===== src/rtl/mc_ctrl_hs_pkg.sv =====
// Shared state, control-field encodings and opcode constants for mc_ctrl_hs.
// Used by the controller top and by the ALU decoder sub-module.
package mc_pkg;

    typedef enum logic [3:0] {
        S_FETCH,
        S_DECODE,
        S_MEMADR,
        S_MEMREAD,
        S_MEMWB,
        S_MEMWRITE,
        S_EXECR,
        S_EXECI,
        S_ALUWB,
        S_BRANCH,
        S_JAL,
        S_JALR,
        S_LUI,
        S_TRAP
    } state_e;

    typedef enum logic [2:0] {
        ALU_ADD = 3'b000,
        ALU_SUB = 3'b001,
        ALU_AND = 3'b010,
        ALU_OR  = 3'b011,
        ALU_XOR = 3'b100,
        ALU_SLT = 3'b101,
        ALU_SRL = 3'b110,
        ALU_MUL = 3'b111
    } alu_op_e;

    typedef enum logic [2:0] {
        IMM_I = 3'b000,
        IMM_S = 3'b001,
        IMM_B = 3'b010,
        IMM_J = 3'b011,
        IMM_U = 3'b100
    } imm_src_e;

    typedef enum logic [1:0] {
        RES_ALUOUT = 2'b00,
        RES_DATA   = 2'b01,
        RES_ALURES = 2'b10,
        RES_IMM    = 2'b11
    } res_src_e;

    typedef enum logic [1:0] {
        SRCA_PC    = 2'b00,
        SRCA_OLDPC = 2'b01,
        SRCA_RS1   = 2'b10
    } src_a_e;

    typedef enum logic [1:0] {
        SRCB_RS2  = 2'b00,
        SRCB_IMM  = 2'b01,
        SRCB_FOUR = 2'b10
    } src_b_e;

    // Which funct fields the ALU decoder honours.
    typedef enum logic [1:0] {
        OPC_ADD = 2'b00,
        OPC_R   = 2'b01,
        OPC_I   = 2'b10
    } opclass_e;

    localparam logic [6:0] OP_LOAD   = 7'b0000011;
    localparam logic [6:0] OP_STORE  = 7'b0100011;
    localparam logic [6:0] OP_R      = 7'b0110011;
    localparam logic [6:0] OP_I      = 7'b0010011;
    localparam logic [6:0] OP_BRANCH = 7'b1100011;
    localparam logic [6:0] OP_JAL    = 7'b1101111;
    localparam logic [6:0] OP_JALR   = 7'b1100111;
    localparam logic [6:0] OP_LUI    = 7'b0110111;

    function automatic imm_src_e imm_sel(input logic [6:0] op);
        imm_src_e sel;
        sel = IMM_I;
        case (op)
            OP_STORE:  sel = IMM_S;
            OP_BRANCH: sel = IMM_B;
            OP_JAL:    sel = IMM_J;
            OP_LUI:    sel = IMM_U;
            default:   sel = IMM_I;
        endcase
        return sel;
    endfunction

endpackage


===== src/rtl/mc_ctrl_hs_if.sv =====
// Controller <-> datapath/memory signal bundle for mc_ctrl_hs.
// master = controller side, slave = datapath/memory side.
interface mc_ctrl_hs_if #(
    parameter int CNT_W = 32
);
    logic [6:0]       op;
    logic [2:0]       funct3;
    logic [6:0]       funct7;
    logic             memReady;
    logic             memReq;
    logic             adrSrc;
    logic             IRWrite;
    logic             memWrite;
    logic [1:0]       resultSrc;
    logic [1:0]       aluSrcA;
    logic [1:0]       aluSrcB;
    logic [2:0]       aluControl;
    logic [2:0]       immSrc;
    logic             regWrite;
    logic             branch;
    logic [2:0]       branchType;
    logic             pcUpdate;
    logic             illegal;
    logic             timeout;
    logic [CNT_W-1:0] cycleCnt;
    logic [CNT_W-1:0] instrCnt;

    modport master (
        input  op, funct3, funct7, memReady,
        output memReq, adrSrc, IRWrite, memWrite, resultSrc, aluSrcA, aluSrcB,
               aluControl, immSrc, regWrite, branch, branchType, pcUpdate,
               illegal, timeout, cycleCnt, instrCnt
    );

    modport slave (
        output op, funct3, funct7, memReady,
        input  memReq, adrSrc, IRWrite, memWrite, resultSrc, aluSrcA, aluSrcB,
               aluControl, immSrc, regWrite, branch, branchType, pcUpdate,
               illegal, timeout, cycleCnt, instrCnt
    );
endinterface


===== src/rtl/mc_ctrl_hs_alu_dec.sv =====
// mc_alu_dec: funct3/funct7 + opclass -> ALU operation and illegal-funct flag.
// Build option RV_MUL_EN enables decoding of the R-type MUL encoding.
module mc_alu_dec
    import mc_pkg::*;
(
    input  opclass_e   opclass_i,
    input  logic [2:0] funct3_i,
    input  logic [6:0] funct7_i,
    output alu_op_e    alu_ctrl_o,
    output logic       illegal_o
);

    always_comb begin
        alu_ctrl_o = ALU_ADD;
        illegal_o  = 1'b0;
        if (opclass_i != OPC_ADD) begin
            case (funct3_i)
                3'b000:  alu_ctrl_o = (opclass_i == OPC_R && funct7_i[5]) ? ALU_SUB : ALU_ADD;
                3'b111:  alu_ctrl_o = ALU_AND;
                3'b110:  alu_ctrl_o = ALU_OR;
                3'b100:  alu_ctrl_o = ALU_XOR;
                3'b010:  alu_ctrl_o = ALU_SLT;
                3'b101:  alu_ctrl_o = ALU_SRL;
                default: illegal_o  = 1'b1;
            endcase
            if (opclass_i == OPC_R) begin
                if (funct7_i != 7'b0000000 && funct7_i != 7'b0100000) begin
                    illegal_o = 1'b1;
                end
`ifdef RV_MUL_EN
                if (funct7_i == 7'b0000001 && funct3_i == 3'b000) begin
                    alu_ctrl_o = ALU_MUL;
                    illegal_o  = 1'b0;
                end
`endif
            end
        end
    end

endmodule


===== src/rtl/mc_ctrl_hs.sv =====
// mc_ctrl_hs: multi-cycle RV32I main controller with memory handshake,
// wait timeout, sticky traps and cycle/retired counters. Option: RV_MUL_EN.
//
// state      | meaning
// S_FETCH    | request instruction; load IR and PC+4 on memReady
// S_DECODE   | compute PC+imm (branch target) and dispatch on opcode
// S_MEMADR   | rs1 + imm address for load/store
// S_MEMREAD  | data read, waiting for memReady
// S_MEMWB    | write loaded data to rd
// S_MEMWRITE | data write, memWrite held until memReady
// S_EXECR    | R-type ALU op
// S_EXECI    | I-type ALU op
// S_ALUWB    | write ALUOut to rd
// S_BRANCH   | compare rs1/rs2, conditional PC write
// S_JALR     | rs1 + imm target
// S_JAL      | PC write, old PC + 4 into ALUOut
// S_LUI      | write immExt to rd
// S_TRAP     | illegal instruction or wait timeout; held until reset
module mc_ctrl_hs
    import mc_pkg::*;
#(
    parameter int CNT_W    = 32,
    parameter int WAIT_MAX = 255,
    parameter int WAIT_W   = 8
) (
    input logic          clk,
    input logic          rst,
    mc_ctrl_hs_if.master bus
);

    state_e             state_q, state_d;
    logic [WAIT_W-1:0]  wait_cnt_q, wait_cnt_d;
    logic               illegal_q, illegal_d;
    logic               timeout_q, timeout_d;
    logic [CNT_W-1:0]   cycle_cnt_q, cycle_cnt_d;
    logic [CNT_W-1:0]   instr_cnt_q, instr_cnt_d;

    logic               mem_req, adr_src, ir_write, mem_write;
    logic               reg_write, branch, pc_update;
    logic [2:0]         branch_type;
    res_src_e           result_src;
    src_a_e             src_a;
    src_b_e             src_b;
    alu_op_e            alu_ctrl;

    opclass_e           opclass;
    alu_op_e            dec_alu;
    logic               dec_illegal;
    logic               wait_limit;

    always_comb begin
        opclass = OPC_ADD;
        if (bus.op == OP_R) begin
            opclass = OPC_R;
        end else if (bus.op == OP_I) begin
            opclass = OPC_I;
        end
    end

    mc_alu_dec u_alu_dec (
        .opclass_i  (opclass),
        .funct3_i   (bus.funct3),
        .funct7_i   (bus.funct7),
        .alu_ctrl_o (dec_alu),
        .illegal_o  (dec_illegal)
    );

    assign wait_limit = (WAIT_MAX != 0) && (wait_cnt_q == WAIT_W'(WAIT_MAX));

    always_comb begin
        state_d     = state_q;
        illegal_d   = illegal_q;
        timeout_d   = timeout_q;
        mem_req     = 1'b0;
        adr_src     = 1'b0;
        ir_write    = 1'b0;
        mem_write   = 1'b0;
        reg_write   = 1'b0;
        branch      = 1'b0;
        pc_update   = 1'b0;
        branch_type = 3'b000;
        result_src  = RES_ALUOUT;
        src_a       = SRCA_PC;
        src_b       = SRCB_RS2;
        alu_ctrl    = ALU_ADD;

        case (state_q)
            S_FETCH: begin
                mem_req    = 1'b1;
                src_b      = SRCB_FOUR;
                result_src = RES_ALURES;
                if (bus.memReady) begin
                    ir_write  = 1'b1;
                    pc_update = 1'b1;
                    state_d   = S_DECODE;
                end
            end
            S_DECODE: begin
                src_a = SRCA_OLDPC;
                src_b = SRCB_IMM;
                case (bus.op)
                    OP_LOAD, OP_STORE: state_d = S_MEMADR;
                    OP_R:              state_d = S_EXECR;
                    OP_I:              state_d = S_EXECI;
                    OP_BRANCH:         state_d = S_BRANCH;
                    OP_JAL:            state_d = S_JAL;
                    OP_JALR:           state_d = S_JALR;
                    OP_LUI:            state_d = S_LUI;
                    default: begin
                        state_d   = S_TRAP;
                        illegal_d = 1'b1;
                    end
                endcase
                if (dec_illegal) begin
                    state_d   = S_TRAP;
                    illegal_d = 1'b1;
                end
            end
            S_MEMADR: begin
                src_a   = SRCA_RS1;
                src_b   = SRCB_IMM;
                state_d = (bus.op == OP_LOAD) ? S_MEMREAD : S_MEMWRITE;
            end
            S_MEMREAD: begin
                mem_req = 1'b1;
                adr_src = 1'b1;
                if (bus.memReady) state_d = S_MEMWB;
            end
            S_MEMWB: begin
                result_src = RES_DATA;
                reg_write  = 1'b1;
                state_d    = S_FETCH;
            end
            S_MEMWRITE: begin
                mem_req   = 1'b1;
                adr_src   = 1'b1;
                mem_write = 1'b1;
                if (bus.memReady) state_d = S_FETCH;
            end
            S_EXECR: begin
                src_a    = SRCA_RS1;
                src_b    = SRCB_RS2;
                alu_ctrl = dec_alu;
                state_d  = S_ALUWB;
            end
            S_EXECI: begin
                src_a    = SRCA_RS1;
                src_b    = SRCB_IMM;
                alu_ctrl = dec_alu;
                state_d  = S_ALUWB;
            end
            S_ALUWB: begin
                result_src = RES_ALUOUT;
                reg_write  = 1'b1;
                state_d    = S_FETCH;
            end
            S_BRANCH: begin
                src_a       = SRCA_RS1;
                src_b       = SRCB_RS2;
                alu_ctrl    = ALU_SUB;
                result_src  = RES_ALUOUT;
                branch      = 1'b1;
                branch_type = bus.funct3;
                state_d     = S_FETCH;
            end
            S_JALR: begin
                src_a   = SRCA_RS1;
                src_b   = SRCB_IMM;
                state_d = S_JAL;
            end
            S_JAL: begin
                src_a      = SRCA_OLDPC;
                src_b      = SRCB_FOUR;
                result_src = RES_ALUOUT;
                pc_update  = 1'b1;
                state_d    = S_ALUWB;
            end
            S_LUI: begin
                result_src = RES_IMM;
                reg_write  = 1'b1;
                state_d    = S_FETCH;
            end
            S_TRAP: state_d = S_TRAP;
            default: state_d = S_FETCH;
        endcase

        // A ready arriving on the limit cycle completes the access instead.
        if (mem_req && !bus.memReady && wait_limit) begin
            state_d   = S_TRAP;
            timeout_d = 1'b1;
        end
    end

    always_comb begin
        wait_cnt_d = '0;
        if (mem_req && !bus.memReady && state_d == state_q) begin
            wait_cnt_d = wait_cnt_q + WAIT_W'(1);
        end
    end

    always_comb begin
        cycle_cnt_d = cycle_cnt_q;
        instr_cnt_d = instr_cnt_q;
        if (state_q != S_TRAP) begin
            cycle_cnt_d = cycle_cnt_q + CNT_W'(1);
        end
        if (state_q != S_FETCH && state_d == S_FETCH) begin
            instr_cnt_d = instr_cnt_q + CNT_W'(1);
        end
    end

    always_ff @(posedge clk or negedge rst) begin
        if (!rst) begin
            state_q     <= S_FETCH;
            wait_cnt_q  <= '0;
            illegal_q   <= 1'b0;
            timeout_q   <= 1'b0;
            cycle_cnt_q <= '0;
            instr_cnt_q <= '0;
        end else begin
            state_q     <= state_d;
            wait_cnt_q  <= wait_cnt_d;
            illegal_q   <= illegal_d;
            timeout_q   <= timeout_d;
            cycle_cnt_q <= cycle_cnt_d;
            instr_cnt_q <= instr_cnt_d;
        end
    end

    // Strobes are held off for as long as reset is asserted.
    assign bus.memReq     = mem_req & rst;
    assign bus.IRWrite    = ir_write & rst;
    assign bus.memWrite   = mem_write & rst;
    assign bus.regWrite   = reg_write & rst;
    assign bus.branch     = branch & rst;
    assign bus.pcUpdate   = pc_update & rst;
    assign bus.adrSrc     = adr_src;
    assign bus.resultSrc  = result_src;
    assign bus.aluSrcA    = src_a;
    assign bus.aluSrcB    = src_b;
    assign bus.aluControl = alu_ctrl;
    assign bus.immSrc     = imm_sel(bus.op);
    assign bus.branchType = branch_type;
    assign bus.illegal    = illegal_q;
    assign bus.timeout    = timeout_q;
    assign bus.cycleCnt   = cycle_cnt_q;
    assign bus.instrCnt   = instr_cnt_q;

endmodule


===== src/flat_wrapper.sv =====
// flat-port wrapper written by rule: the top's interface ports become plain ports
module mc_ctrl_hs_flat import mc_pkg::*;
#(
    parameter int CNT_W    = 32,
    parameter int WAIT_MAX = 255,
    parameter int WAIT_W   = 8
)
  (clk, rst, bus_op, bus_funct3, bus_funct7, bus_memReady, bus_memReq, bus_adrSrc, bus_IRWrite, bus_memWrite, bus_resultSrc, bus_aluSrcA, bus_aluSrcB, bus_aluControl, bus_immSrc, bus_regWrite, bus_branch, bus_branchType, bus_pcUpdate, bus_illegal, bus_timeout, bus_cycleCnt, bus_instrCnt);
  mc_ctrl_hs_if #(.CNT_W(CNT_W)) bus_i ();
  input logic clk;
  input logic rst;
  input wire logic [$bits(bus_i.op)-1:0] bus_op;
  input wire logic [$bits(bus_i.funct3)-1:0] bus_funct3;
  input wire logic [$bits(bus_i.funct7)-1:0] bus_funct7;
  input wire logic [$bits(bus_i.memReady)-1:0] bus_memReady;
  output wire logic [$bits(bus_i.memReq)-1:0] bus_memReq;
  output wire logic [$bits(bus_i.adrSrc)-1:0] bus_adrSrc;
  output wire logic [$bits(bus_i.IRWrite)-1:0] bus_IRWrite;
  output wire logic [$bits(bus_i.memWrite)-1:0] bus_memWrite;
  output wire logic [$bits(bus_i.resultSrc)-1:0] bus_resultSrc;
  output wire logic [$bits(bus_i.aluSrcA)-1:0] bus_aluSrcA;
  output wire logic [$bits(bus_i.aluSrcB)-1:0] bus_aluSrcB;
  output wire logic [$bits(bus_i.aluControl)-1:0] bus_aluControl;
  output wire logic [$bits(bus_i.immSrc)-1:0] bus_immSrc;
  output wire logic [$bits(bus_i.regWrite)-1:0] bus_regWrite;
  output wire logic [$bits(bus_i.branch)-1:0] bus_branch;
  output wire logic [$bits(bus_i.branchType)-1:0] bus_branchType;
  output wire logic [$bits(bus_i.pcUpdate)-1:0] bus_pcUpdate;
  output wire logic [$bits(bus_i.illegal)-1:0] bus_illegal;
  output wire logic [$bits(bus_i.timeout)-1:0] bus_timeout;
  output wire logic [$bits(bus_i.cycleCnt)-1:0] bus_cycleCnt;
  output wire logic [$bits(bus_i.instrCnt)-1:0] bus_instrCnt;
  assign bus_i.op = bus_op;
  assign bus_i.funct3 = bus_funct3;
  assign bus_i.funct7 = bus_funct7;
  assign bus_i.memReady = bus_memReady;
  assign bus_memReq = bus_i.memReq;
  assign bus_adrSrc = bus_i.adrSrc;
  assign bus_IRWrite = bus_i.IRWrite;
  assign bus_memWrite = bus_i.memWrite;
  assign bus_resultSrc = bus_i.resultSrc;
  assign bus_aluSrcA = bus_i.aluSrcA;
  assign bus_aluSrcB = bus_i.aluSrcB;
  assign bus_aluControl = bus_i.aluControl;
  assign bus_immSrc = bus_i.immSrc;
  assign bus_regWrite = bus_i.regWrite;
  assign bus_branch = bus_i.branch;
  assign bus_branchType = bus_i.branchType;
  assign bus_pcUpdate = bus_i.pcUpdate;
  assign bus_illegal = bus_i.illegal;
  assign bus_timeout = bus_i.timeout;
  assign bus_cycleCnt = bus_i.cycleCnt;
  assign bus_instrCnt = bus_i.instrCnt;
  mc_ctrl_hs #(.CNT_W(CNT_W), .WAIT_MAX(WAIT_MAX), .WAIT_W(WAIT_W)) u_core (.clk(clk), .rst(rst), .bus(bus_i));
endmodule

===== config.mk =====
export PLATFORM = sky130hd
export DESIGN_NAME = mc_ctrl_hs_flat
export DESIGN_NICKNAME = d
export VERILOG_FILES = /design/src/rtl/mc_ctrl_hs_pkg.sv /design/src/rtl/mc_ctrl_hs_if.sv /design/src/rtl/mc_ctrl_hs_alu_dec.sv /design/src/rtl/mc_ctrl_hs.sv /design/src/flat_wrapper.sv
export SDC_FILE = /design/constraint.sdc
export NUM_CORES = 1
export LEC_CHECK = 0
export BUFFER_PORTS_ARGS = -buffer_cell sky130_fd_sc_hd__clkbuf_2
export CORE_UTILIZATION = 47
export CTS_BUF_LIST = sky130_fd_sc_hd__clkbuf_4 sky130_fd_sc_hd__clkbuf_8
export DETAILED_ROUTE_END_ITERATION = 6
export GPL_TIMING_DRIVEN = 0
export PLACE_DENSITY_LB_ADDON = 0.3
export SYNTH_ARGS = -nofsm -noshare
export SYNTH_HDL_FRONTEND = slang
export SYNTH_SLANG_ARGS = --single-unit

===== constraint.sdc =====
create_clock -name clk -period 2.81 [get_ports clk]
set_input_delay 0.562 -clock clk [delete_from_list [all_inputs] [get_ports clk]]
set_output_delay 0.562 -clock clk [all_outputs]
set_load 0.01 [all_outputs]

==> results.toml, run 1 <==
[status]
outcome = "completed"

[floorplanning]
die_w_um = 97.4
fp.dieH_um = 97.4
dieArea_mm2 = 0.00949
core-area_mm2 = 0.00876
row_count = 34
start_util_pct = 48.8
num_io_pins = 108

[critical_path]
endpoint_kind = "flop"
slowest_stage = "or4_1"
cp_max_fo = 10
worstRegToRegCells = 9
crit_path_end = "u_core.bus.instrCnt[5]"
startpoint = "u_core.state_q[1]"
critPathRequiredTime_ps = 3070
path_class = "flop to flop"
cp.arrival_ps = 2940
slowest_delay_ps = 560
rrSetupSlack_ps = 140
start_kind = "flop"
r2r_end = "u_core.bus.instrCnt[5]"
r2r_start = "u_core.state_q[1]"
critical_path.cell_chain = "buf_2 > or4_1 > o22ai_2 > and4_2 > a311o_1 > o21bai_4 > buf_6 > nor4_2 > xor2_1"

[route]
vias = 3674
drc = 0
drt-pass1-iter-count = 4
drtIter0Drc = 170
drt_wl_total_um = 9670
ant_nets = 0
viasPerCell = 5.46
post_drt_wl_per_cell_um = 14.4

[sta]
min_period_ps = 2670
max_slew_margin_pct = 46.2
finalSetupViolCount = 0
finalHoldViolCount = 0
holdWs_ps = 231
min_period_over_period_pct = 95.2
rsz0062_at_grt = "false"
worstMarginPinSlew_ps = 801
final.setup_skew_ps = 13.1
fin_tns_setup_ps = 0
slew_violations = 0
timing.fmax_mhz = 374

[yosys]
synth_nets = 460
synth_edf_count = 0
syn_inst = 437
yosys_register_bits = 78
yosys_warnings = 0
synthFlopType = "dfrtp_1"
avgSynthCellArea_um2 = 9.79
syn_area_mm2 = 0.00428
ys_types = 48
yosysSeqAreaShare_pct = 45.6
synthArstFlopShare_pct = 100

[final_layout]
nNetsFinal = 584
area_growth_pct = 23.2
fin_area_mm2 = 0.00527
fillers = 774
antenna_cells = 0
post_route_cells_drive_above_1_share_pct = 30.1

[clock_network]
cts-root-buf = "clkbuf_8"
cts_buffers = 9
clockBufferDepth = 2
cts_tree = "yes"
cts.sinks = 78
hold_buffers = 0
clk_latency_ps = 340
h-tree-depth = 3
clkTransAtPathRegs_ps = 80

[grt]
grt_pass1_vias = 3443
grt-ovfl-total = 0
grt_pass1_wl_um = 16300
grt_util_all_layers_pct = 20.8
antenna_found_initial = 0
grt_max_degree = 45

[pwr]
p_per_area_mw_per_mm2 = 730
peakVddDrop_mv = 0.423
p_leak_nw = 2.63

[worst_hold_path]
hp-class = "primary input to async pin"

[placed_design]
io_buffers = 105
dpl_cell_area_mm2 = 0.00496
gp_congestion = 0.910
dp_hpwl_um = 7030

[job]
cap_violations = 0
Yosys cell counts (2+ instances only):
cell type | number | area share, %
nor4_1 | 4 | 0.58
and3_1 | 21 | 3.1
ha_1 | 3 | 0.88
and2_1 | 5 | 0.73
xnor2_1 | 29 | 5.9
and4_1 | 9 | 1.8
nand2b_1 | 5 | 0.73
nor2b_1 | 5 | 0.73
or3_1 | 3 | 0.44
a21oi_1 | 8 | 0.94
xor2_1 | 41 | 8.4
mux2i_1 | 2 | 0.47
or4_4 | 2 | 0.53
clkbuf_1 | 7 | 0.61
buf_2 | 4 | 0.47
dfrtp_1 | 78 | 46
inv_1 | 11 | 0.96
a31oi_1 | 2 | 0.29
o22ai_1 | 2 | 0.29
nor3_1 | 21 | 2.5
nand2_1 | 45 | 3.9
or4_1 | 3 | 0.53
nand3_1 | 33 | 3.9
nor4_2 | 15 | 4.4
o21ai_0 | 5 | 0.58
buf_6 | 2 | 0.53
or2_2 | 5 | 0.73
nand4_1 | 12 | 1.8
nor2_1 | 36 | 3.2
sequential cells by signal, indices dropped and copies added, names as in the netlist:
register	count
u_core.bus.cycleCnt	32
u_core.bus.instrCnt	32
u_core.wait_cnt_q	8
u_core.state_q	4
u_core.bus.illegal	1
u_core.bus.timeout	1
through the flow:
stage | std cells | power (mW) | worst slack, ps | utilization (%)
2_1_floorplan | 437 | 2.33 | 42.6 | -
3_3_place_gp | 650 | 2.76 | -464 | 56.4
3_5_place_dp | 651 | 2.80 | -291 | 56.6
4_1_cts | 666 | 3.75 | 24.8 | 59.3
5_1_grt | 673 | 4.09 | 5.39 | 60.2
6_report | 673 | 3.85 | 135 | 60.2
cell families after synthesis:
logic type / share of synthesized area [%]
fa+ha+maj: 0.877
buf+inv: 2.66
mux: 0.994
xor+xnor: 14.3
compound gates: 4.56
simple gates: 31.0
flops: 45.6
power breakdown:
part | switching, mW | internal (mW)
registers | 0.170 | 1.25
logic | 0.899 | 0.614
clock network | 0.406 | 0.509
total | 1.47 | 2.38
layer usage:
metal  share of wire (%)  GRT usage (%)  up-vias
met5                   0              0        -
met4                 1.2           6.90        0
met2                  49           33.1      116
li1                    -              -     1779
met1                  45           28.9     1768
met3                 4.8           3.31       11
area by class of cell:
class                           instances  area, um2  area share [%]
Clock inverter                          5       83.8            1.59
Clock buffer                           10        131            2.49
Multi-Input combinational cell        334       2250            42.8
Sequential cell                        78       1950            37.0
Timing Repair Buffer                  113        601            11.4
Buffer                                 14       75.1            1.42
Tap cell                              108        135            2.56
Inverter                               11       41.3           0.783
worst min path at each step:
stage                             from                      end  slack [ps]  depth (start not counted)
6_report                           rst   u_core.bus.cycleCnt[7]         230                          1
5_1_grt                            rst   u_core.bus.cycleCnt[7]         260                          1
4_1_cts                            rst   u_core.bus.cycleCnt[7]         240                          1
3_5_place_dp        u_core.bus.illegal       u_core.bus.illegal         460                          1
3_3_place_gp   u_core.bus.cycleCnt[31]  u_core.bus.cycleCnt[31]         460                          1
2_1_floorplan                      rst   u_core.bus.cycleCnt[0]         270                          0
repair_timing:
| action | 4_1_cts | 5_1_grt |
|---|---|---|
| buffers inserted | 0 | 7 |
| resized for setup | 2 | 9 |
| setup endpoints to repair | 20 | 28 |
| pin swaps | 0 | 1 |
| gates cloned | 0 | 0 |
layout by cell type, fill, tap and decap left out, drive strengths merged, types with 5 or more instances in the layout:
cell type and instances:
and2 5, buf 15, nor2 36, inv 12
xnor2 29, nor4 20, and4 9, nor2b 5
nand3 33, or4 5, dfrtp 78, or2 6
and3 21, clkbuf 122, nand2b 5, nor3 21
o21ai 5, xor2 41, nand4 13, nand2 45
a21oi 8
critical path: cells and delay by family, from the launching register on:
kind / cells / cell delay (ps)
DFF: 1 / 360
xor gates and xnor gates: 1 / 180
AOI/OAI and AO/OA: 3 / 540
and+or+nand+nor: 3 / 1170
buffers and inverters: 2 / 340
No activity file was read; power rests on OpenSTA's default activity.
==> inputs of run 2 (changes only) <==
--- a/config.mk
+++ b/config.mk
@@ -5,7 +5,7 @@
 export SDC_FILE = /design/constraint.sdc
 export NUM_CORES = 1
 export LEC_CHECK = 0
-export BUFFER_PORTS_ARGS = -buffer_cell sky130_fd_sc_hd__clkbuf_2
+export BUFFER_PORTS_ARGS = -buffer_cell sky130_fd_sc_hd__buf_4
 export CORE_UTILIZATION = 47
 export CTS_BUF_LIST = sky130_fd_sc_hd__clkbuf_4 sky130_fd_sc_hd__clkbuf_8
 export DETAILED_ROUTE_END_ITERATION = 6
==> run 2 against run 1 <==
Compared with the run above: sequential share of layout area decreased by 1.5 points; setup slack lost 4.2 ps; sequential power about the same; sequential cell count did not move; largest power group unchanged; highest routed layer unchanged.
==> results.toml, run 2 (synthesis gave the netlist of run 1 again) <==
[status]
outcome = "completed"

[final_layout]
layout_common_cells = "buf_4, dfrtp_1, nand2_1"
antenna_cells = 0
fin_util_pct = 62.6
post_route_cells_drive_above_1_share_pct = 29.8
area_growth_pct = 28.3
nNetsFinal = 583
layout_commonest_cell = "buf_4"
instances_no_fill = 672

[critical_path]
path_class = "primary input to flop"
endpoint_kind = "flop"
critPathRequiredTime_ps = 3070
cp_max_fo = 10
r2r_start = "u_core.state_q[1]"
startpoint = "bus_funct7[0]"
worstRegToRegCells = 9
start_kind = "primary input"
cp.arrival_ps = 2940

[pwr]
p_per_area_mw_per_mm2 = 703
p_sw_share_pct = 37.7
peakVddDrop_mv = 0.466
p_leak_nw = 2.70
clock_power_share_pct = 21.4
internal_power_mw = 2.40
p_sw_mw = 1.45
combPwrFrac_pct = 41.7
seqPwrFrac_pct = 37.0

[route]
drt_wl_total_um = 9760
drtIter0Drc = 116
viasPerCell = 5.43
drt-pass1-iter-count = 4
ant_nets = 0
vias = 3647
drc = 0
post_drt_wl_per_cell_um = 14.5

[floorplanning]
row_count = 34
num_io_pins = 108
die_w_um = 97.4
dieArea_mm2 = 0.00949
core-area_mm2 = 0.00876
start_util_pct = 48.8
fp.dieH_um = 97.4

[sta]
max_slew_margin_pct = 32.2
holdWs_ps = 397
rsz0062_at_grt = "false"
min_period_ps = 2680
final.setup_skew_ps = 10.7
finalSetupViolCount = 0
min_period_over_period_pct = 95.3
slew_violations = 0
timing.fmax_mhz = 373
worstMarginPinSlew_ps = 1020
finalHoldViolCount = 0

[grt]
grt_max_degree = 84
grt-ovfl-total = 0
antenna_found_initial = 0
grt_pass1_wl_um = 16400
grt_util_all_layers_pct = 20.9
grt_pass1_vias = 3461

[worst_hold_path]
hp-class = "primary input to async pin"

[clock_network]
clkTransAtPathRegs_ps = 80
clockBufferDepth = 2
h-tree-depth = 3
clk_latency_ps = 330
cts_tree = "yes"
cts_buffers = 9
cts-root-buf = "clkbuf_8"
cts.sinks = 78

[placed_design]
dp_hpwl_um = 7000
gp_congestion = 0.898
io_buffers = 105
dp.cells = 650

[job]
cap_violations = 0
run 2: changes by cell type in the layout (fill, tap and decap cells not counted), sizes merged:
| cell | before | now |
|---|---|---|
| clkinv | 0 | 2 |
| clkbuf | 122 | 18 |
| clkinvlp | 2 | 1 |
| bufinv | 2 | 1 |
| inv | 12 | 11 |
| buf | 15 | 119 |
run 2: worst max-delay path: stages:
cell and delay, ps:
buf_4 110, or4_4 530, nor4_4 240, nor4_1 90
or4_4 540, o21bai_4 210, buf_6 160, nor4_2 310
xor2_1 180
run 2: layout make-up:
type	instances	area, um2
plain buffers	14	75.1
clock buffers	11	145
clock inverters	4	47.5
fillers	769	3270
inverters	11	41.3
multi-input cells	334	2250
flip-flops and latches	78	1950
well taps	108	135
repair buffers	112	841
run 2: per-layer routing:
metal  GRT usage (%)  vias to the layer above  wire, um
met3            3.88                        6       452
met4            6.00                        0        89
met5               0                        -         0
li1                -                     1773         -
met1            28.3                     1757      4420
met2            34.3                      111      4810
run 2: timing repair:
| item | in CTS | in global routing |
|---|---|---|
| hold endpoints to repair | 0 | 0 |
| resized for setup | 2 | 8 |
| hold buffers | 0 | 0 |
| setup endpoints to repair | 17 | 30 |
| pin swaps | 0 | 1 |
| setup buffers | 0 | 7 |
run 2: per-stage QoR:
stage,setup WS [ps],TNS (ps),power (mW),instance area [um2]
after floorplan,42.6,0,2.33,4280
after global placement,-238,-5100,2.86,5200
after detailed placement,-302,-6280,2.89,5200
after CTS,48.8,0,3.74,5410
after global routing,4.89,0,4.12,5490
final,131,0,3.86,5490
run 2: path summary, 6_finish.rpt:
| check | slack [ps] | endpoint |
|---|---|---|
| max in group asynchronous | 1750 | u_core.state_q[1] |
| worst min register to register | 470 | u_core.bus.cycleCnt[31] |
| min in group clk | 470 | u_core.bus.cycleCnt[31] |
| worst max-delay path | 130 | u_core.bus.instrCnt[25] |
| worst max register to register | 180 | u_core.bus.instrCnt[25] |
| worst min-delay path | 400 | u_core.bus.cycleCnt[8] |
run 2: power by group through the flow:
| stage | clock network (mW) | logic (mW) | registers [mW] |
|---|---|---|---|
| 2_1_floorplan | 0 | 0.881 | 1.45 |
| 3_3_place_gp | 0 | 1.43 | 1.44 |
| 3_5_place_dp | 0 | 1.45 | 1.44 |
| 4_1_cts | 0.850 | 1.47 | 1.42 |
| 5_1_grt | 0.905 | 1.77 | 1.45 |
| 6_report | 0.824 | 1.61 | 1.43 |
